$ cat src/rtl/pipelined_control_unit_pkg.sv
// Shared constants and types for the pipelined control unit: instruction modes,
// data-processing opcodes, ALU commands, FSM states and the decoded control word.
package pipelined_control_unit_pkg;

    localparam int CMD_W = 4;

    localparam logic [1:0] MODE_DP  = 2'b00;
    localparam logic [1:0] MODE_LS  = 2'b01;
    localparam logic [1:0] MODE_BR  = 2'b10;
    localparam logic [1:0] MODE_BLK = 2'b11;

    localparam logic [3:0] OP_AND = 4'b0000;
    localparam logic [3:0] OP_EOR = 4'b0001;
    localparam logic [3:0] OP_SUB = 4'b0010;
    localparam logic [3:0] OP_ADD = 4'b0100;
    localparam logic [3:0] OP_ADC = 4'b0101;
    localparam logic [3:0] OP_SBC = 4'b0110;
    localparam logic [3:0] OP_TST = 4'b1000;
    localparam logic [3:0] OP_CMP = 4'b1010;
    localparam logic [3:0] OP_ORR = 4'b1100;
    localparam logic [3:0] OP_MOV = 4'b1101;
    localparam logic [3:0] OP_MVN = 4'b1111;

    localparam logic [CMD_W-1:0] ALU_NOP = 4'b0000;
    localparam logic [CMD_W-1:0] ALU_MOV = 4'b0001;
    localparam logic [CMD_W-1:0] ALU_ADD = 4'b0010;
    localparam logic [CMD_W-1:0] ALU_ADC = 4'b0011;
    localparam logic [CMD_W-1:0] ALU_SUB = 4'b0100;
    localparam logic [CMD_W-1:0] ALU_SBC = 4'b0101;
    localparam logic [CMD_W-1:0] ALU_AND = 4'b0110;
    localparam logic [CMD_W-1:0] ALU_ORR = 4'b0111;
    localparam logic [CMD_W-1:0] ALU_EOR = 4'b1000;
    localparam logic [CMD_W-1:0] ALU_MVN = 4'b1001;

    typedef enum logic {
        ST_IDLE = 1'b0,
        ST_SEQ  = 1'b1
    } state_e;

    typedef struct packed {
        logic [CMD_W-1:0] alu_cmd;
        logic             mem_read;
        logic             mem_write;
        logic             wb_en;
        logic             branch;
        logic             status_en;
    } ctrl_word_t;

    localparam ctrl_word_t CTRL_NOP = '0;

    function automatic ctrl_word_t dp_word(input logic [CMD_W-1:0] cmd,
                                           input logic wb,
                                           input logic st);
        ctrl_word_t w;
        w           = CTRL_NOP;
        w.alu_cmd   = cmd;
        w.wb_en     = wb;
        w.status_en = st;
        return w;
    endfunction

endpackage

$ cat src/rtl/pipelined_control_unit_if.sv
// Decode-side handshake and ID/EX control bus of the pipelined control unit.
// master drives instructions and pipeline controls; slave is the control unit.
interface pipelined_control_unit_if #(
    parameter int NUM_REGS  = 16,
    parameter int ALU_CMD_W = 4,
    parameter int OFFSET_W  = 8
);
    localparam int IDX_W = (NUM_REGS > 1) ? $clog2(NUM_REGS) : 1;

    logic                 in_valid;
    logic                 in_ready;
    logic [1:0]           mode;
    logic [3:0]           op_code;
    logic                 s;
    logic [NUM_REGS-1:0]  reg_list;
    logic                 stall;
    logic                 flush;
    logic                 out_valid;
    logic [ALU_CMD_W-1:0] alu_cmd;
    logic                 mem_read;
    logic                 mem_write;
    logic                 wb_en;
    logic                 branch;
    logic                 status_en;
    logic [IDX_W-1:0]     xfer_reg;
    logic [OFFSET_W-1:0]  addr_offset;
    logic                 last_uop;

    modport master (
        output in_valid, mode, op_code, s, reg_list, stall, flush,
        input  in_ready, out_valid, alu_cmd, mem_read, mem_write, wb_en,
               branch, status_en, xfer_reg, addr_offset, last_uop
    );

    modport slave (
        input  in_valid, mode, op_code, s, reg_list, stall, flush,
        output in_ready, out_valid, alu_cmd, mem_read, mem_write, wb_en,
               branch, status_en, xfer_reg, addr_offset, last_uop
    );
endinterface

$ cat src/rtl/pipelined_control_unit_ctrl_decode.sv
// Purely combinational mode/op_code/s decoder producing the control word.
// Block-transfer mode decodes as a NOP here; the sequencer overrides it.
module pipelined_control_unit_ctrl_decode
    import pipelined_control_unit_pkg::*;
(
    input  logic [1:0] i_mode,
    input  logic [3:0] i_op_code,
    input  logic       i_s,
    output ctrl_word_t o_ctrl
);

    // Instruction class and opcode to control word
    always_comb begin
        o_ctrl = CTRL_NOP;
        case (i_mode)
            MODE_DP: begin
                case (i_op_code)
                    OP_MOV:  o_ctrl = dp_word(ALU_MOV, 1'b1, i_s);
                    OP_MVN:  o_ctrl = dp_word(ALU_MVN, 1'b1, i_s);
                    OP_ADD:  o_ctrl = dp_word(ALU_ADD, 1'b1, i_s);
                    OP_ADC:  o_ctrl = dp_word(ALU_ADC, 1'b1, i_s);
                    OP_SUB:  o_ctrl = dp_word(ALU_SUB, 1'b1, i_s);
                    OP_SBC:  o_ctrl = dp_word(ALU_SBC, 1'b1, i_s);
                    OP_AND:  o_ctrl = dp_word(ALU_AND, 1'b1, i_s);
                    OP_ORR:  o_ctrl = dp_word(ALU_ORR, 1'b1, i_s);
                    OP_EOR:  o_ctrl = dp_word(ALU_EOR, 1'b1, i_s);
                    OP_CMP:  o_ctrl = dp_word(ALU_SUB, 1'b0, 1'b1);
                    OP_TST:  o_ctrl = dp_word(ALU_AND, 1'b0, 1'b1);
                    default: o_ctrl = CTRL_NOP;
                endcase
            end
            MODE_LS: begin
                o_ctrl.alu_cmd   = ALU_ADD;
                o_ctrl.mem_read  = i_s;
                o_ctrl.wb_en     = i_s;
                o_ctrl.mem_write = ~i_s;
            end
            MODE_BR: begin
                o_ctrl.branch = 1'b1;
            end
            default: begin
                o_ctrl = CTRL_NOP;
            end
        endcase
    end

endmodule

$ cat src/rtl/pipelined_control_unit.sv
// Registered ID/EX control unit with valid/ready handshake, stall and flush.
// Define BLOCK_XFER_EN to build the LDM/STM micro-sequencer (mode 2'b11).
module pipelined_control_unit
    import pipelined_control_unit_pkg::*;
#(
    parameter int NUM_REGS   = 16,
    parameter int ALU_CMD_W  = 4,
    parameter int OFFSET_W   = 8,
    parameter int WORD_BYTES = 4
) (
    input  logic clk,
    input  logic rst_n,
    pipelined_control_unit_if.slave bus
);

    localparam int IDX_W = (NUM_REGS > 1) ? $clog2(NUM_REGS) : 1;

    ctrl_word_t          w_dec_ctrl;
    ctrl_word_t          w_ctrl_nx;
    ctrl_word_t          r_ctrl;
    logic                w_valid_nx;
    logic                r_out_valid;
    logic                w_last_nx;
    logic                r_last_uop;
    logic [IDX_W-1:0]    w_xfer_nx;
    logic [IDX_W-1:0]    r_xfer_reg;
    logic [OFFSET_W-1:0] w_off_nx;
    logic [OFFSET_W-1:0] r_addr_offset;

    logic                w_in_ready;
    logic                w_accept;
    logic                w_issue;
    logic                w_blk_nop;
    logic                w_uop_load;
    logic [NUM_REGS-1:0] w_seq_src;
    logic [NUM_REGS-1:0] w_remaining;
    logic [OFFSET_W-1:0] w_uop_off;

    function automatic logic [IDX_W-1:0] lowest_idx(input logic [NUM_REGS-1:0] list);
        logic [IDX_W-1:0] idx;
        idx = '0;
        for (int i = NUM_REGS - 1; i >= 0; i--) begin
            idx = list[i] ? IDX_W'(i) : idx;
        end
        return idx;
    endfunction

    pipelined_control_unit_ctrl_decode u_ctrl_decode (
        .i_mode    (bus.mode),
        .i_op_code (bus.op_code),
        .i_s       (bus.s),
        .o_ctrl    (w_dec_ctrl)
    );

`ifdef BLOCK_XFER_EN
    localparam logic [NUM_REGS-1:0] ONE_LIST = NUM_REGS'(1);
    localparam logic [OFFSET_W-1:0] OFF_STEP = OFFSET_W'(WORD_BYTES);

    state_e              r_state;
    state_e              w_state_nx;
    logic [NUM_REGS-1:0] r_pending;
    logic [OFFSET_W-1:0] r_next_off;
    logic                r_is_load;
    logic                w_is_blk;

    assign w_is_blk = (bus.mode == MODE_BLK);

    // FSM state register
    always_ff @(posedge clk) begin
        if (!rst_n) begin
            r_state <= ST_IDLE;
        end else begin
            r_state <= w_state_nx;
        end
    end

    // FSM next state: a multi-register list enters SEQ, the emptying micro-op leaves it
    always_comb begin
        w_state_nx = r_state;
        case (r_state)
            ST_IDLE: begin
                if (w_issue && (w_remaining != '0)) begin
                    w_state_nx = ST_SEQ;
                end else begin
                    w_state_nx = ST_IDLE;
                end
            end
            ST_SEQ: begin
                if (bus.flush || (w_issue && (w_remaining == '0))) begin
                    w_state_nx = ST_IDLE;
                end else begin
                    w_state_nx = ST_SEQ;
                end
            end
            default: w_state_nx = ST_IDLE;
        endcase
    end

    // FSM outputs: handshake and source of the next micro-op
    always_comb begin
        w_in_ready = 1'b0;
        w_seq_src  = bus.reg_list;
        w_uop_load = bus.s;
        w_uop_off  = '0;
        case (r_state)
            ST_IDLE: begin
                w_in_ready = ~bus.stall & ~bus.flush;
                w_seq_src  = bus.reg_list;
                w_uop_load = bus.s;
                w_uop_off  = '0;
            end
            ST_SEQ: begin
                w_in_ready = 1'b0;
                w_seq_src  = r_pending;
                w_uop_load = r_is_load;
                w_uop_off  = r_next_off;
            end
            default: begin
                w_in_ready = 1'b0;
                w_seq_src  = '0;
                w_uop_load = 1'b0;
                w_uop_off  = '0;
            end
        endcase
    end

    assign w_accept    = bus.in_valid & w_in_ready;
    assign w_remaining = w_seq_src & (w_seq_src - ONE_LIST);
    assign w_issue     = (r_state == ST_SEQ) ? (~bus.stall & ~bus.flush)
                                             : (w_accept & w_is_blk & (bus.reg_list != '0));
    assign w_blk_nop   = w_accept & w_is_blk & (bus.reg_list == '0);

    // Pending list, next offset and transfer direction of the running sequence
    always_ff @(posedge clk) begin
        if (!rst_n) begin
            r_pending  <= '0;
            r_next_off <= '0;
            r_is_load  <= 1'b0;
        end else if (bus.flush) begin
            r_pending  <= '0;
            r_next_off <= '0;
            r_is_load  <= 1'b0;
        end else if (w_issue) begin
            r_pending  <= w_remaining;
            r_next_off <= w_uop_off + OFF_STEP;
            r_is_load  <= w_uop_load;
        end else begin
            r_pending  <= r_pending;
            r_next_off <= r_next_off;
            r_is_load  <= r_is_load;
        end
    end
`else
    logic w_unused;

    assign w_in_ready  = ~bus.stall & ~bus.flush;
    assign w_accept    = bus.in_valid & w_in_ready;
    assign w_issue     = 1'b0;
    assign w_blk_nop   = 1'b0;
    assign w_uop_load  = 1'b0;
    assign w_seq_src   = '0;
    assign w_remaining = '0;
    assign w_uop_off   = '0;
    assign w_unused    = ^{bus.reg_list, WORD_BYTES[0]};
`endif

    // Next ID/EX contents: flush clears, stall holds, then micro-op, decode or bubble
    always_comb begin
        w_valid_nx = r_out_valid;
        w_ctrl_nx  = r_ctrl;
        w_xfer_nx  = r_xfer_reg;
        w_off_nx   = r_addr_offset;
        w_last_nx  = r_last_uop;
        if (bus.flush) begin
            w_valid_nx = 1'b0;
            w_ctrl_nx  = CTRL_NOP;
            w_xfer_nx  = '0;
            w_off_nx   = '0;
            w_last_nx  = 1'b0;
        end else if (bus.stall) begin
            w_valid_nx = r_out_valid;
            w_ctrl_nx  = r_ctrl;
            w_xfer_nx  = r_xfer_reg;
            w_off_nx   = r_addr_offset;
            w_last_nx  = r_last_uop;
        end else if (w_issue) begin
            w_valid_nx          = 1'b1;
            w_ctrl_nx           = CTRL_NOP;
            w_ctrl_nx.alu_cmd   = ALU_ADD;
            w_ctrl_nx.mem_read  = w_uop_load;
            w_ctrl_nx.wb_en     = w_uop_load;
            w_ctrl_nx.mem_write = ~w_uop_load;
            w_xfer_nx           = lowest_idx(w_seq_src);
            w_off_nx            = w_uop_off;
            w_last_nx           = (w_remaining == '0);
        end else if (w_accept && !w_blk_nop) begin
            w_valid_nx = 1'b1;
            w_ctrl_nx  = w_dec_ctrl;
            w_xfer_nx  = '0;
            w_off_nx   = '0;
            w_last_nx  = 1'b1;
        end else begin
            w_valid_nx = 1'b0;
            w_ctrl_nx  = CTRL_NOP;
            w_xfer_nx  = '0;
            w_off_nx   = '0;
            w_last_nx  = 1'b0;
        end
    end

    // ID/EX output register
    always_ff @(posedge clk) begin
        if (!rst_n) begin
            r_out_valid   <= 1'b0;
            r_ctrl        <= CTRL_NOP;
            r_xfer_reg    <= '0;
            r_addr_offset <= '0;
            r_last_uop    <= 1'b0;
        end else begin
            r_out_valid   <= w_valid_nx;
            r_ctrl        <= w_ctrl_nx;
            r_xfer_reg    <= w_xfer_nx;
            r_addr_offset <= w_off_nx;
            r_last_uop    <= w_last_nx;
        end
    end

    assign bus.in_ready    = w_in_ready;
    assign bus.out_valid   = r_out_valid;
    assign bus.alu_cmd     = ALU_CMD_W'(r_ctrl.alu_cmd);
    assign bus.mem_read    = r_ctrl.mem_read;
    assign bus.mem_write   = r_ctrl.mem_write;
    assign bus.wb_en       = r_ctrl.wb_en;
    assign bus.branch      = r_ctrl.branch;
    assign bus.status_en   = r_ctrl.status_en;
    assign bus.xfer_reg    = r_xfer_reg;
    assign bus.addr_offset = r_addr_offset;
    assign bus.last_uop    = r_last_uop;

endmodule

$ cat src/flat_wrapper.sv
// flat-port wrapper written by rule: the top's interface ports become plain ports
module pipelined_control_unit_flat import pipelined_control_unit_pkg::*;
#(
    parameter int NUM_REGS   = 16,
    parameter int ALU_CMD_W  = 4,
    parameter int OFFSET_W   = 8,
    parameter int WORD_BYTES = 4
)
  (clk, rst_n, bus_in_valid, bus_mode, bus_op_code, bus_s, bus_reg_list, bus_stall, bus_flush, bus_in_ready, bus_out_valid, bus_alu_cmd, bus_mem_read, bus_mem_write, bus_wb_en, bus_branch, bus_status_en, bus_xfer_reg, bus_addr_offset, bus_last_uop);
  pipelined_control_unit_if #(.NUM_REGS(NUM_REGS), .ALU_CMD_W(ALU_CMD_W), .OFFSET_W(OFFSET_W)) bus_i ();
  input  logic clk;
  input  logic rst_n;
  input wire logic [$bits(bus_i.in_valid)-1:0] bus_in_valid;
  input wire logic [$bits(bus_i.mode)-1:0] bus_mode;
  input wire logic [$bits(bus_i.op_code)-1:0] bus_op_code;
  input wire logic [$bits(bus_i.s)-1:0] bus_s;
  input wire logic [$bits(bus_i.reg_list)-1:0] bus_reg_list;
  input wire logic [$bits(bus_i.stall)-1:0] bus_stall;
  input wire logic [$bits(bus_i.flush)-1:0] bus_flush;
  output wire logic [$bits(bus_i.in_ready)-1:0] bus_in_ready;
  output wire logic [$bits(bus_i.out_valid)-1:0] bus_out_valid;
  output wire logic [$bits(bus_i.alu_cmd)-1:0] bus_alu_cmd;
  output wire logic [$bits(bus_i.mem_read)-1:0] bus_mem_read;
  output wire logic [$bits(bus_i.mem_write)-1:0] bus_mem_write;
  output wire logic [$bits(bus_i.wb_en)-1:0] bus_wb_en;
  output wire logic [$bits(bus_i.branch)-1:0] bus_branch;
  output wire logic [$bits(bus_i.status_en)-1:0] bus_status_en;
  output wire logic [$bits(bus_i.xfer_reg)-1:0] bus_xfer_reg;
  output wire logic [$bits(bus_i.addr_offset)-1:0] bus_addr_offset;
  output wire logic [$bits(bus_i.last_uop)-1:0] bus_last_uop;
  assign bus_i.in_valid = bus_in_valid;
  assign bus_i.mode = bus_mode;
  assign bus_i.op_code = bus_op_code;
  assign bus_i.s = bus_s;
  assign bus_i.reg_list = bus_reg_list;
  assign bus_i.stall = bus_stall;
  assign bus_i.flush = bus_flush;
  assign bus_in_ready = bus_i.in_ready;
  assign bus_out_valid = bus_i.out_valid;
  assign bus_alu_cmd = bus_i.alu_cmd;
  assign bus_mem_read = bus_i.mem_read;
  assign bus_mem_write = bus_i.mem_write;
  assign bus_wb_en = bus_i.wb_en;
  assign bus_branch = bus_i.branch;
  assign bus_status_en = bus_i.status_en;
  assign bus_xfer_reg = bus_i.xfer_reg;
  assign bus_addr_offset = bus_i.addr_offset;
  assign bus_last_uop = bus_i.last_uop;
  pipelined_control_unit #(.NUM_REGS(NUM_REGS), .ALU_CMD_W(ALU_CMD_W), .OFFSET_W(OFFSET_W), .WORD_BYTES(WORD_BYTES)) u_core (.clk(clk), .rst_n(rst_n), .bus(bus_i));
endmodule
$ cat config.mk
export PLATFORM = sky130hd
export DESIGN_NAME = pipelined_control_unit_flat
export DESIGN_NICKNAME = d
export VERILOG_FILES = /design/src/rtl/pipelined_control_unit_pkg.sv /design/src/rtl/pipelined_control_unit_if.sv /design/src/rtl/pipelined_control_unit_ctrl_decode.sv /design/src/rtl/pipelined_control_unit.sv /design/src/flat_wrapper.sv
export SDC_FILE = /design/constraint.sdc
export NUM_CORES = 1
export LEC_CHECK = 0
export ABC_AREA = 0
export CELL_PAD_IN_SITES_DETAIL_PLACEMENT = 1
export CELL_PAD_IN_SITES_GLOBAL_PLACEMENT = 1
export CORE_MARGIN = 8
export CORE_UTILIZATION = 18
export DETAILED_ROUTE_END_ITERATION = 6
export PLACE_DENSITY = 0.82
export REMOVE_ABC_BUFFERS = 1
export SLEW_MARGIN = 10
export SYNTH_ARGS = -nofsm -noshare
export SYNTH_HDL_FRONTEND = slang
export SYNTH_SLANG_ARGS = --single-unit
$ cat constraint.sdc
create_clock -name clk -period 1.2 [get_ports clk]
set_input_delay 0.3 -clock clk [delete_from_list [all_inputs] [get_ports clk]]
set_output_delay 0.3 -clock clk [all_outputs]
set_load 0.005 [all_outputs]
==> run_summary.xml, run 1 <==
<?xml version="1.0" encoding="UTF-8"?>
<metrics>
  <group name="route">
    <metric name="wl_per_cell" unit="µm">12.9</metric>
    <metric name="drt-pass1-iter-count" unit="">3</metric>
    <metric name="drtAntennaViolNets" unit="">0</metric>
    <metric name="routed_via_density" unit="">3.90</metric>
    <metric name="route.vias.total" unit="">596</metric>
    <metric name="wirelength" unit="mm">1.98</metric>
    <metric name="dr.first_iter.drc_count" unit="">21</metric>
    <metric name="drc" unit="">0</metric>
  </group>
  <group name="power">
    <metric name="p_sw_frac" unit="">0.270</metric>
    <metric name="seq_power_share" unit="">0.413</metric>
    <metric name="cellPowerDensity" unit="mW/mm²">860</metric>
    <metric name="fraction_of_power_consumed_by_combinational_cells" unit="">0.186</metric>
    <metric name="clock_power_share" unit="">0.402</metric>
    <metric name="internal_dissipation" unit="mW">0.594</metric>
    <metric name="netsw" unit="mW">0.219</metric>
    <metric name="worst_ir_drop_vdd" unit="mV">0.161</metric>
    <metric name="leakage" unit="nW">0.422</metric>
  </group>
  <group name="logic_synthesis">
    <metric name="number_of_flops_mapped_to_enable_cells_by_yosys" unit="">0</metric>
    <metric name="ys_seq_area_frac" unit="">0.330</metric>
    <metric name="post_synth_most_frequent_cells" unit="">buf_4, dfxtp_1, a21oi_1, nand2_1, nor2_1</metric>
    <metric name="syn-mean-instance-area" unit="µm²">8.20</metric>
    <metric name="synthTopCellsByArea" unit="">dfxtp_1, buf_4, a21oi_1</metric>
    <metric name="number_of_unique_standard_cell_types_used_by_synthesis" unit="">23</metric>
    <metric name="yosysMostFrequentCell" unit="">buf_4</metric>
    <metric name="synth_area" unit="µm²">607</metric>
    <metric name="post-synth-top-area-fraction" unit="">0.330</metric>
    <metric name="synth_top_cell_by_area" unit="">dfxtp_1</metric>
    <metric name="syn_inst" unit="">74</metric>
    <metric name="ys_seq_elements" unit="">10</metric>
    <metric name="asyncSetResetFlopFracSynth" unit="">0</metric>
    <metric name="synth-main-ff-cell" unit="">dfxtp_1</metric>
    <metric name="ys_warn_count" unit="">0</metric>
  </group>
  <group name="clock_network">
    <metric name="tritoncts" unit="">yes</metric>
    <metric name="clkSlewWorstSetupHoldPaths" unit="ns">0.07</metric>
    <metric name="ctsHtreeMaxLevel" unit="">1</metric>
    <metric name="cts.root.buffer_cell" unit="">clkbuf_4</metric>
    <metric name="postCtsHoldBufs" unit="">0</metric>
    <metric name="clock_latency" unit="ns">0.28</metric>
    <metric name="maximum_count_of_clock_buffers_along_a_single_path" unit="">2</metric>
    <metric name="tritoncts_num_sinks" unit="">10</metric>
    <metric name="cts-buffers-inserted" unit="">3</metric>
  </group>
  <group name="timing">
    <metric name="timing.final.crit_period" unit="ns">1.19</metric>
    <metric name="hold_violations" unit="">0</metric>
    <metric name="clock_skew" unit="ns">0</metric>
    <metric name="final_min_period_over_clock_period" unit="">0.993</metric>
    <metric name="timing.final.setup_violations" unit="">0</metric>
    <metric name="max_freq" unit="GHz">0.840</metric>
    <metric name="rsz0062_at_grt" unit="">yes</metric>
    <metric name="fin_worst_hold_slack" unit="ns">0.466</metric>
    <metric name="final-max-slew-violation-count" unit="">0</metric>
  </group>
  <group name="final_layout">
    <metric name="multi_input_comb_area" unit="µm²">344</metric>
    <metric name="fin_cells" unit="">153</metric>
    <metric name="nNetsFinal" unit="">136</metric>
    <metric name="final_layout_size_suffix_gt1_frac" unit="">0.234</metric>
    <metric name="sequential_cell_area" unit="µm²">203</metric>
    <metric name="n_antenna_cell" unit="">0</metric>
    <metric name="fill_cell_total_of_the_finished_layout" unit="">410</metric>
    <metric name="area_growth" unit="%">55.9</metric>
  </group>
  <group name="run">
    <metric name="cap_violations" unit="">0</metric>
  </group>
  <group name="min_path">
    <metric name="hold_path_depth" unit="">2</metric>
    <metric name="hold_path.class" unit="">flip-flop to flip-flop</metric>
  </group>
  <group name="global_routing">
    <metric name="gr-usage-met2" unit="">0.139</metric>
    <metric name="globalRouteMet3Util" unit="">0.0418</metric>
    <metric name="first_global_vias" unit="">653</metric>
    <metric name="grtUsageTotal" unit="">0.0764</metric>
    <metric name="grt_busiest_layer" unit="">met2</metric>
    <metric name="grt.overflow.total" unit="">0</metric>
    <metric name="antenna_found_initial" unit="">0</metric>
    <metric name="grt_max_degree" unit="">11</metric>
    <metric name="grt_met1_use" unit="">0.0656</metric>
    <metric name="first_pass_grt_wire_length" unit="mm">3.13</metric>
  </group>
  <group name="floorplan">
    <metric name="io-pin-count" unit="">52</metric>
    <metric name="row_count" unit="">21</metric>
    <metric name="placeableCoreArea" unit="mm²">0.00328</metric>
    <metric name="initial_core_util" unit="">0.185</metric>
    <metric name="die_height" unit="µm">74.1</metric>
    <metric name="dieArea" unit="mm²">0.00548</metric>
    <metric name="die_x" unit="µm">74.1</metric>
  </group>
  <group name="critical_path">
    <metric name="critical_path.endpoint_type" unit="">flip-flop</metric>
    <metric name="timing.reg2reg.worst_path_depth" unit="">2</metric>
    <metric name="cp.required" unit="ns">1.42</metric>
    <metric name="setup.worst_path.start_class" unit="">primary input</metric>
    <metric name="timing.setup.critical_path_class" unit="">primary input to flip-flop</metric>
    <metric name="critical_path_peak_fanout" unit="">4</metric>
    <metric name="arrival" unit="ns">1.41</metric>
  </group>
  <group name="placed_design">
    <metric name="placedCellCount" unit="">148</metric>
    <metric name="post-dp-hpwl" unit="mm">1.64</metric>
    <metric name="placement.io_buffers" unit="">23</metric>
    <metric name="placer_congestion" unit="">0.826</metric>
  </group>
  <group name="outcome">
    <metric name="run_status" unit="">completed</metric>
  </group>
</metrics>
==> what timing repair did <==
item	4_1_cts	5_1_grt
resized for setup	28	11
buffers inserted	1	0
pin swaps	5	1
setup endpoints to repair	21	13
==> cell type report <==
cell class	count	share of cell area
Multi-Input combinational cell	58	0.364
Timing Repair Buffer	35	0.323
Sequential cell	10	0.214
Tap cell	46	0.0608
Clock buffer	4	0.0384
==> sequential cells by signal (all words and copies together) (netlist names) <==
name	flops
u_core.bus.mem_write	1
u_core.bus.out_valid	1
u_core.bus.wb_en	1
u_core.bus.status_en	1
u_core.bus.branch	1
u_core.bus.mem_read	1
u_core.bus.alu_cmd	4
==> power by group through the flow <==
stage                     registers, mW  clock network, mW  logic, mW
after detailed placement          0.344                  0      0.157
after floorplan                   0.344                  0     0.0470
after global placement            0.343                  0      0.150
after global routing              0.336              0.353      0.166
after CTS                         0.336              0.338      0.149
final                             0.336              0.327      0.151
==> worst paths after layout <==
kind / start / to / slack (ns)
worst min register to register: u_core.bus.mem_write / u_core.bus.mem_write / 0.47
worst max-delay path: bus_mode[1] / u_core.bus.status_en / 0.009
worst max register to register: u_core.bus.branch / u_core.bus.branch / 0.54
worst min-delay path: u_core.bus.mem_write / u_core.bus.mem_write / 0.47
==> layer usage <==
layer | part of all wire | up-vias | routed length, µm
met1 | 0.34 | 281 | 667
met3 | 0.11 | 3 | 222
met4 | 0.019 | 0 | 38
li1 | - | 294 | -
met2 | 0.53 | 18 | 1050
met5 | 0 | - | 0
==> metrics by stage <==
step	utilization	worst slack [ns]	total power [mW]	instance area, µm²	TNS [ns]
floorplan	-	0.0455	0.391	536	0
global placement	0.276	-0.604	0.493	906	-4.81
detailed placement	0.276	-0.649	0.500	906	-5.24
CTS	0.286	0.000644	0.822	938	0
global route	0.288	-0.0415	0.855	946	-0.0681
finish	0.288	0.00887	0.813	946	0
==> layout by cell type (no fill, tap or decap), types with 2 or more instances in the layout <==
cell type	instances
a21oi_1	7
a32oi_1	2
and4b_1	2
buf_4	11
clkbuf_2	2
clkbuf_4	3
clkdlybuf4s15_1	5
clkdlybuf4s15_2	2
clkdlybuf4s50_1	2
conb_1	12
dfxtp_1	8
dfxtp_2	2
dlygate4sd2_1	11
mux2i_1	2
nand2_1	7
nand2b_1	2
nand3_1	3
nor2_1	6
nor2b_1	3
o21ai_0	2
==> critical path: stages <==
cell           delay, ns
dlygate4sd2_1       0.27
nor4b_4             0.35
nor3b_4             0.25
o211ai_1            0.11
a21oi_1             0.13
==> kinds of logic (layout without fill, tap and decap cells) <==
| group | Yosys count | count (layout) | synth area share |
|---|---|---|---|
| compound gates | 14 | 14 | 0.138 |
| xor+xnor | 2 | 2 | 0.0289 |
| buf+inv | 17 | 39 | 0.186 |
| flops | 10 | 10 | 0.330 |
| mux | 2 | 2 | 0.0330 |
| other cells | 1 | 12 | 0.00618 |
| simple gates | 28 | 28 | 0.278 |
Power figures use the tool's default switching activity.
==> inputs of run 2 (changes only) <==
- GPL_ROUTABILITY_DRIVEN: not set -> 0
- PLACE_DENSITY: 0.82 -> 0.72
- RECOVER_POWER: not set -> 25
==> run 2 against run 1 <==
Effect of this change:
- critical path type is now flip-flop to output pin
- fmax rose by 2.3%
- clock-buffer cell count unchanged
- via count up 1.5%
- core utilization fell by 0.11 points
- highest routed layer unchanged
==> run_summary.xml, run 2 (synthesis gave the netlist of run 1 again) <==
<?xml version="1.0" encoding="UTF-8"?>
<metrics>
  <group name="run">
    <metric name="cap_violations" unit="">0</metric>
  </group>
  <group name="clock_network">
    <metric name="tritoncts" unit="">yes</metric>
    <metric name="clock_latency" unit="ns">0.27</metric>
    <metric name="clkSlewWorstSetupHoldPaths" unit="ns">0.07</metric>
    <metric name="tritoncts_num_sinks" unit="">10</metric>
    <metric name="cts-buffers-inserted" unit="">3</metric>
    <metric name="ctsHtreeMaxLevel" unit="">1</metric>
    <metric name="cts.root.buffer_cell" unit="">clkbuf_4</metric>
    <metric name="maximum_count_of_clock_buffers_along_a_single_path" unit="">2</metric>
  </group>
  <group name="route">
    <metric name="routed_via_density" unit="">3.98</metric>
    <metric name="drc" unit="">0</metric>
    <metric name="route.vias.total" unit="">605</metric>
    <metric name="drtAntennaViolNets" unit="">0</metric>
    <metric name="dr.first_iter.drc_count" unit="">8</metric>
    <metric name="drt-pass1-iter-count" unit="">2</metric>
    <metric name="wirelength" unit="mm">1.99</metric>
    <metric name="wl_per_cell" unit="µm">13.1</metric>
  </group>
  <group name="outcome">
    <metric name="run_status" unit="">completed</metric>
  </group>
  <group name="floorplan">
    <metric name="initial_core_util" unit="">0.185</metric>
    <metric name="dieArea" unit="mm²">0.00548</metric>
    <metric name="placeableCoreArea" unit="mm²">0.00328</metric>
    <metric name="io-pin-count" unit="">52</metric>
    <metric name="die_height" unit="µm">74.1</metric>
    <metric name="row_count" unit="">21</metric>
    <metric name="die_x" unit="µm">74.1</metric>
  </group>
  <group name="critical_path">
    <metric name="crit_path_cell_trace" unit="">dlygate4sd2_1</metric>
    <metric name="arrival" unit="ns">0.86</metric>
    <metric name="timing.setup.critical_path_class" unit="">flip-flop to output pin</metric>
    <metric name="critical_path.endpoint_type" unit="">output pin</metric>
    <metric name="critical_path_peak_fanout" unit="">3</metric>
    <metric name="setup.worst_path.start_class" unit="">flip-flop</metric>
    <metric name="slowest_delay" unit="ns">0.33</metric>
    <metric name="path_delay_family" unit="">flip-flops</metric>
    <metric name="critical_path.n_buffers_inverters" unit="">1</metric>
    <metric name="cp.required" unit="ns">0.90</metric>
    <metric name="slowest_stage" unit="">dfxtp_2</metric>
  </group>
  <group name="final_layout">
    <metric name="sequential_cell_area" unit="µm²">203</metric>
    <metric name="area_growth" unit="%">55.3</metric>
    <metric name="mostFrequentLayoutCell" unit="">conb_1</metric>
    <metric name="n_antenna_cell" unit="">0</metric>
    <metric name="final_layout_size_suffix_gt1_frac" unit="">0.217</metric>
    <metric name="finish.utilization" unit="">0.287</metric>
    <metric name="largest_register_ffs" unit="">4</metric>
    <metric name="multi_input_comb_area" unit="µm²">342</metric>
    <metric name="fin_cells" unit="">152</metric>
    <metric name="fill_cell_total_of_the_finished_layout" unit="">406</metric>
    <metric name="design_area" unit="µm²">942</metric>
    <metric name="final_cell_mix" unit="">conb_1, dlygate4sd2_1, buf_4, dfxtp_1</metric>
    <metric name="nNetsFinal" unit="">135</metric>
  </group>
  <group name="power">
    <metric name="leakage" unit="nW">0.423</metric>
    <metric name="worst_ir_drop_vdd" unit="mV">0.170</metric>
    <metric name="cellPowerDensity" unit="mW/mm²">854</metric>
  </group>
  <group name="timing">
    <metric name="final-max-slew-violation-count" unit="">0</metric>
    <metric name="hold_violations" unit="">0</metric>
    <metric name="max_freq" unit="GHz">0.859</metric>
    <metric name="timing.final.crit_period" unit="ns">1.16</metric>
    <metric name="clock_skew" unit="ns">0</metric>
    <metric name="final_min_period_over_clock_period" unit="">0.970</metric>
    <metric name="fin_tns_setup" unit="ns">0</metric>
    <metric name="timing.final.setup_violations" unit="">0</metric>
    <metric name="fin_worst_hold_slack" unit="ns">0.454</metric>
    <metric name="rsz0062_at_grt" unit="">yes</metric>
  </group>
  <group name="global_routing">
    <metric name="first_pass_grt_wire_length" unit="mm">3.04</metric>
    <metric name="antenna_found_initial" unit="">0</metric>
    <metric name="grtUsageTotal" unit="">0.0734</metric>
    <metric name="first_global_vias" unit="">624</metric>
    <metric name="grt_max_degree" unit="">11</metric>
    <metric name="grt.overflow.total" unit="">0</metric>
  </group>
  <group name="placed_design">
    <metric name="placedCellCount" unit="">146</metric>
    <metric name="placement.io_buffers" unit="">23</metric>
    <metric name="post-dp-hpwl" unit="mm">1.59</metric>
    <metric name="placed_area" unit="µm²">891</metric>
  </group>
  <group name="min_path">
    <metric name="hold_path.class" unit="">primary input to flip-flop</metric>
  </group>
</metrics>
-- run 2: worst paths after layout --
check / startpoint / slack [ns] / cells past startpoint / to
worst min register to register: u_core.bus.mem_read / 0.46 / 2 / u_core.bus.mem_read
worst max-delay path: u_core.bus.out_valid / 0.04 / 1 / bus_out_valid
worst min-delay path: bus_mode[0] / 0.45 / 3 / u_core.bus.mem_write
worst max register to register: u_core.bus.alu_cmd[2] / 0.54 / 2 / u_core.bus.alu_cmd[2]
-- run 2: what timing repair did --
| action | in CTS | in global routing |
|---|---|---|
| pin swaps | 5 | 4 |
| setup buffers | 1 | 1 |
| hold buffers | 0 | 0 |
| gates resized for setup | 29 | 11 |
| endpoints found under the setup margin | 20 | 11 |
| cloned | 0 | 0 |
-- run 2: routing by layer --
| layer | wire length, µm | up-vias | GRT usage |
|---|---|---|---|
| li1 | - | 292 | - |
| met1 | 759 | 283 | 0.0741 |
| met2 | 938 | 26 | 0.121 |
| met3 | 274 | 4 | 0.0404 |
| met4 | 18 | 0 | 0.0333 |
| met5 | 0 | - | 0 |
-- run 2: power by group --
part           total, mW  leakage [nW]  switching [mW]  internal [mW]
Sequential         0.336        0.0816         0.00148          0.334
Combinational      0.149         0.320          0.0741         0.0752
Clock              0.319        0.0210           0.135          0.185
-- run 2: area by class of cell --
type | count | share of cell area
multi-input cells | 58 | 0.363
repair buffers | 34 | 0.323
flip-flops and latches | 10 | 0.215
well taps | 46 | 0.0611
clock buffers | 4 | 0.0385
-- run 2: stage by stage --
step / setup WS (ns) / total power [mW]
after detailed placement: -0.568 / 0.494
final: 0.0357 / 0.804
after global routing: -0.0189 / 0.850
after CTS: 0.00964 / 0.810
after floorplan: 0.0455 / 0.391
after global placement: -0.544 / 0.489
==> inputs of run 3 (changes only) <==
- ABC_AREA: 0 -> 1
- PLACE_DENSITY: 0.72 -> 0.73
==> run 3 against run 2 <==
Effect of this change:
- synthesized area is 3.1% higher
- critical endpoint is now bus_in_ready
- synthesized cell count increased by 26%
- critical path type is now primary input to output pin
- core utilization down 0.64 points
- critical path depth is 2 higher
- flip-flop and latch count unchanged
- sequential share of layout area hardly changed
- highest routed layer unchanged
- fmax down 0.12%
==> run_summary.xml, run 3 <==
<?xml version="1.0" encoding="UTF-8"?>
<metrics>
  <group name="clock_network">
    <metric name="cts.root.buffer_cell" unit="">clkbuf_4</metric>
    <metric name="cts_setup_buffers" unit="">0</metric>
    <metric name="tritoncts" unit="">yes</metric>
    <metric name="clock_latency" unit="ns">0.27</metric>
    <metric name="cts-buffers-inserted" unit="">3</metric>
    <metric name="postCtsHoldBufs" unit="">0</metric>
    <metric name="ctsHtreeMaxLevel" unit="">1</metric>
    <metric name="maximum_count_of_clock_buffers_along_a_single_path" unit="">2</metric>
    <metric name="clkSlewWorstSetupHoldPaths" unit="ns">0.06</metric>
    <metric name="tritoncts_num_sinks" unit="">10</metric>
  </group>
  <group name="floorplan">
    <metric name="die_x" unit="µm">75.0</metric>
    <metric name="row_count" unit="">21</metric>
    <metric name="initial_core_util" unit="">0.187</metric>
    <metric name="die_height" unit="µm">75.0</metric>
    <metric name="placeableCoreArea" unit="mm²">0.00334</metric>
    <metric name="io-pin-count" unit="">52</metric>
    <metric name="dieArea" unit="mm²">0.00562</metric>
  </group>
  <group name="logic_synthesis">
    <metric name="yosysMostFrequentCell" unit="">nand2_1</metric>
    <metric name="synth-main-ff-cell" unit="">dfxtp_1</metric>
    <metric name="number_of_flops_mapped_to_enable_cells_by_yosys" unit="">0</metric>
    <metric name="synth_area" unit="µm²">626</metric>
    <metric name="synthTopCellsByArea" unit="">dfxtp_1, buf_4, nand2_1</metric>
    <metric name="synth_top_cell_by_area" unit="">dfxtp_1</metric>
    <metric name="post_synth_xor_area_fraction" unit="">0</metric>
    <metric name="number_of_unique_standard_cell_types_used_by_synthesis" unit="">17</metric>
    <metric name="asyncSetResetFlopFracSynth" unit="">0</metric>
    <metric name="ys_seq_elements" unit="">10</metric>
    <metric name="syn-mean-instance-area" unit="µm²">6.73</metric>
    <metric name="post-synth-top-area-fraction" unit="">0.320</metric>
    <metric name="ys_seq_area_frac" unit="">0.320</metric>
    <metric name="synth.mux.area_fraction" unit="">0</metric>
    <metric name="syn_inst" unit="">93</metric>
    <metric name="synth_adder_area_share" unit="">0</metric>
    <metric name="ys_warn_count" unit="">0</metric>
    <metric name="combinational_family_with_the_most_area_after_synthesis" unit="">simple AND/OR/NAND/NOR gates</metric>
    <metric name="post_synth_most_frequent_cells" unit="">nand2_1, buf_4, dfxtp_1, nand3_1</metric>
    <metric name="yosys.area_share.simple" unit="">0.344</metric>
    <metric name="compound_cell_area_share_of_the_yosys_netlist" unit="">0.0940</metric>
  </group>
  <group name="route">
    <metric name="wirelength" unit="mm">1.96</metric>
    <metric name="drt-pass1-iter-count" unit="">3</metric>
    <metric name="routed_via_density" unit="">3.90</metric>
    <metric name="dr.first_iter.drc_count" unit="">18</metric>
    <metric name="wl_per_cell" unit="µm">11.5</metric>
    <metric name="drc" unit="">0</metric>
    <metric name="met3_wirelength" unit="µm">210</metric>
    <metric name="met1Wirelength" unit="µm">686</metric>
    <metric name="top_layer" unit="">met4</metric>
    <metric name="routed_length_on_met2" unit="µm">991</metric>
    <metric name="drtAntennaViolNets" unit="">0</metric>
    <metric name="route.vias.total" unit="">663</metric>
  </group>
  <group name="final_layout">
    <metric name="area_growth" unit="%">49.6</metric>
    <metric name="mostFrequentLayoutCell" unit="">nand2_1</metric>
    <metric name="n_antenna_cell" unit="">0</metric>
    <metric name="largest_register_ffs" unit="">4</metric>
    <metric name="finish.utilization" unit="">0.280</metric>
    <metric name="final_layout_size_suffix_gt1_frac" unit="">0.177</metric>
    <metric name="final_cell_mix" unit="">nand2_1, dlygate4sd2_1, conb_1, nand3_1</metric>
    <metric name="nNetsFinal" unit="">153</metric>
  </group>
  <group name="timing">
    <metric name="finalWorstSetupSlack" unit="ns">0.0343</metric>
    <metric name="clock_skew" unit="ns">0</metric>
    <metric name="hold_violations" unit="">0</metric>
    <metric name="timing.final.crit_period" unit="ns">1.17</metric>
    <metric name="rsz0062_at_grt" unit="">yes</metric>
    <metric name="timing.final.setup_violations" unit="">0</metric>
    <metric name="fin_tns_setup" unit="ns">0</metric>
    <metric name="final_min_period_over_clock_period" unit="">0.971</metric>
    <metric name="max_freq" unit="GHz">0.858</metric>
    <metric name="final-max-slew-violation-count" unit="">0</metric>
  </group>
  <group name="outcome">
    <metric name="run_status" unit="">completed</metric>
  </group>
  <group name="global_routing">
    <metric name="antenna_found_initial" unit="">0</metric>
    <metric name="first_pass_grt_wire_length" unit="mm">3.17</metric>
    <metric name="grt_max_degree" unit="">11</metric>
    <metric name="grt.overflow.total" unit="">0</metric>
    <metric name="first_global_vias" unit="">706</metric>
    <metric name="grtUsageTotal" unit="">0.0742</metric>
  </group>
  <group name="critical_path">
    <metric name="setup.worst_path.start_class" unit="">primary input</metric>
    <metric name="arrival" unit="ns">0.87</metric>
    <metric name="cp-endpoint" unit="">bus_in_ready</metric>
    <metric name="critical_path_peak_fanout" unit="">2</metric>
    <metric name="r2r_end" unit="">u_core.bus.wb_en</metric>
    <metric name="critical_path.reg2reg.startpoint" unit="">u_core.bus.wb_en</metric>
    <metric name="slowest_stage" unit="">dlygate4sd2_1</metric>
    <metric name="worst-r2r-setup-slack" unit="ns">0.53</metric>
    <metric name="critical_path.endpoint_type" unit="">output pin</metric>
    <metric name="timing.reg2reg.worst_path_depth" unit="">4</metric>
    <metric name="slowest_delay" unit="ns">0.27</metric>
    <metric name="critical_path_start" unit="">bus_flush</metric>
    <metric name="cp.required" unit="ns">0.90</metric>
    <metric name="timing.setup.critical_path_class" unit="">primary input to output pin</metric>
    <metric name="crit_path_cell_trace" unit="">dlygate4sd2_1 &gt; nor2_4 &gt; clkdlybuf4s15_2</metric>
  </group>
  <group name="run">
    <metric name="cap_violations" unit="">0</metric>
  </group>
  <group name="power">
    <metric name="leakage" unit="nW">0.495</metric>
    <metric name="power.total" unit="mW">0.779</metric>
    <metric name="cellPowerDensity" unit="mW/mm²">832</metric>
    <metric name="worst_ir_drop_vdd" unit="mV">0.265</metric>
  </group>
  <group name="placed_design">
    <metric name="dpl_worst_slack" unit="ns">-0.511</metric>
    <metric name="post-dp-hpwl" unit="mm">1.69</metric>
    <metric name="placement.io_buffers" unit="">23</metric>
  </group>
  <group name="min_path">
    <metric name="hold_path_depth" unit="">3</metric>
    <metric name="hold_path.class" unit="">primary input to flip-flop</metric>
  </group>
</metrics>
[run 3: metrics by stage]
| step | hold slack [ns] | area, µm² | instances |
|---|---|---|---|
| 6_report | 0.396 | 936 | 170 |
| 5_1_grt | 0.406 | 936 | 170 |
| 4_1_cts | 0.470 | 937 | 170 |
| 3_5_place_dp | 0.461 | 917 | 166 |
| 3_3_place_gp | 0.453 | 917 | 166 |
| 2_1_floorplan | 0.440 | 564 | 90 |
[run 3: worst min-delay path by stage]
stage	slack, ns	end	from
2_1_floorplan	0.44	u_core.bus.alu_cmd[0]	bus_stall
3_3_place_gp	0.45	u_core.bus.branch	u_core.bus.branch
3_5_place_dp	0.46	u_core.bus.alu_cmd[0]	u_core.bus.alu_cmd[0]
4_1_cts	0.47	u_core.bus.alu_cmd[0]	u_core.bus.alu_cmd[0]
5_1_grt	0.41	u_core.bus.branch	bus_mode[1]
6_report	0.40	u_core.bus.branch	bus_mode[1]
[run 3: timing repair]
action,CTS,global route
hold endpoints to repair,0,0
pin swaps,0,3
resized for setup,19,7
endpoints found under the setup margin,16,8
[run 3: cells by family (layout without fill, tap and decap cells)]
family | Yosys count | after routing
other | 1 | 12
DFF | 10 | 10
and+or+nand+nor | 45 | 45
AOI/OAI and AO/OA | 11 | 11
buffers and inverters | 26 | 46
[run 3: final cells by class]
class	count	area [µm²]
multi-input combinational	68	322
tap	46	57.6
sequential	10	201
fill	428	2400
timing repair buffer	30	274
clock buffer	4	36.3
inverter	12	45.0
[run 3: report_power, final]
part           switching, mW  internal [mW]
combinational         0.0810         0.0603
clock                  0.119          0.184
sequential           0.00114          0.334
total                  0.201          0.578
[run 3: critical path: cells and delay by family]
kind / cells / cell delay [ns]
buffers and inverters: 2 / 0.48
and+or+nand+nor: 1 / 0.09
[run 3: routing by layer]
metal	vias to the layer above	global-route usage
li1	329	-
met1	301	0.0678
met2	27	0.137
met3	6	0.0173
met4	0	0.0587
met5	-	0
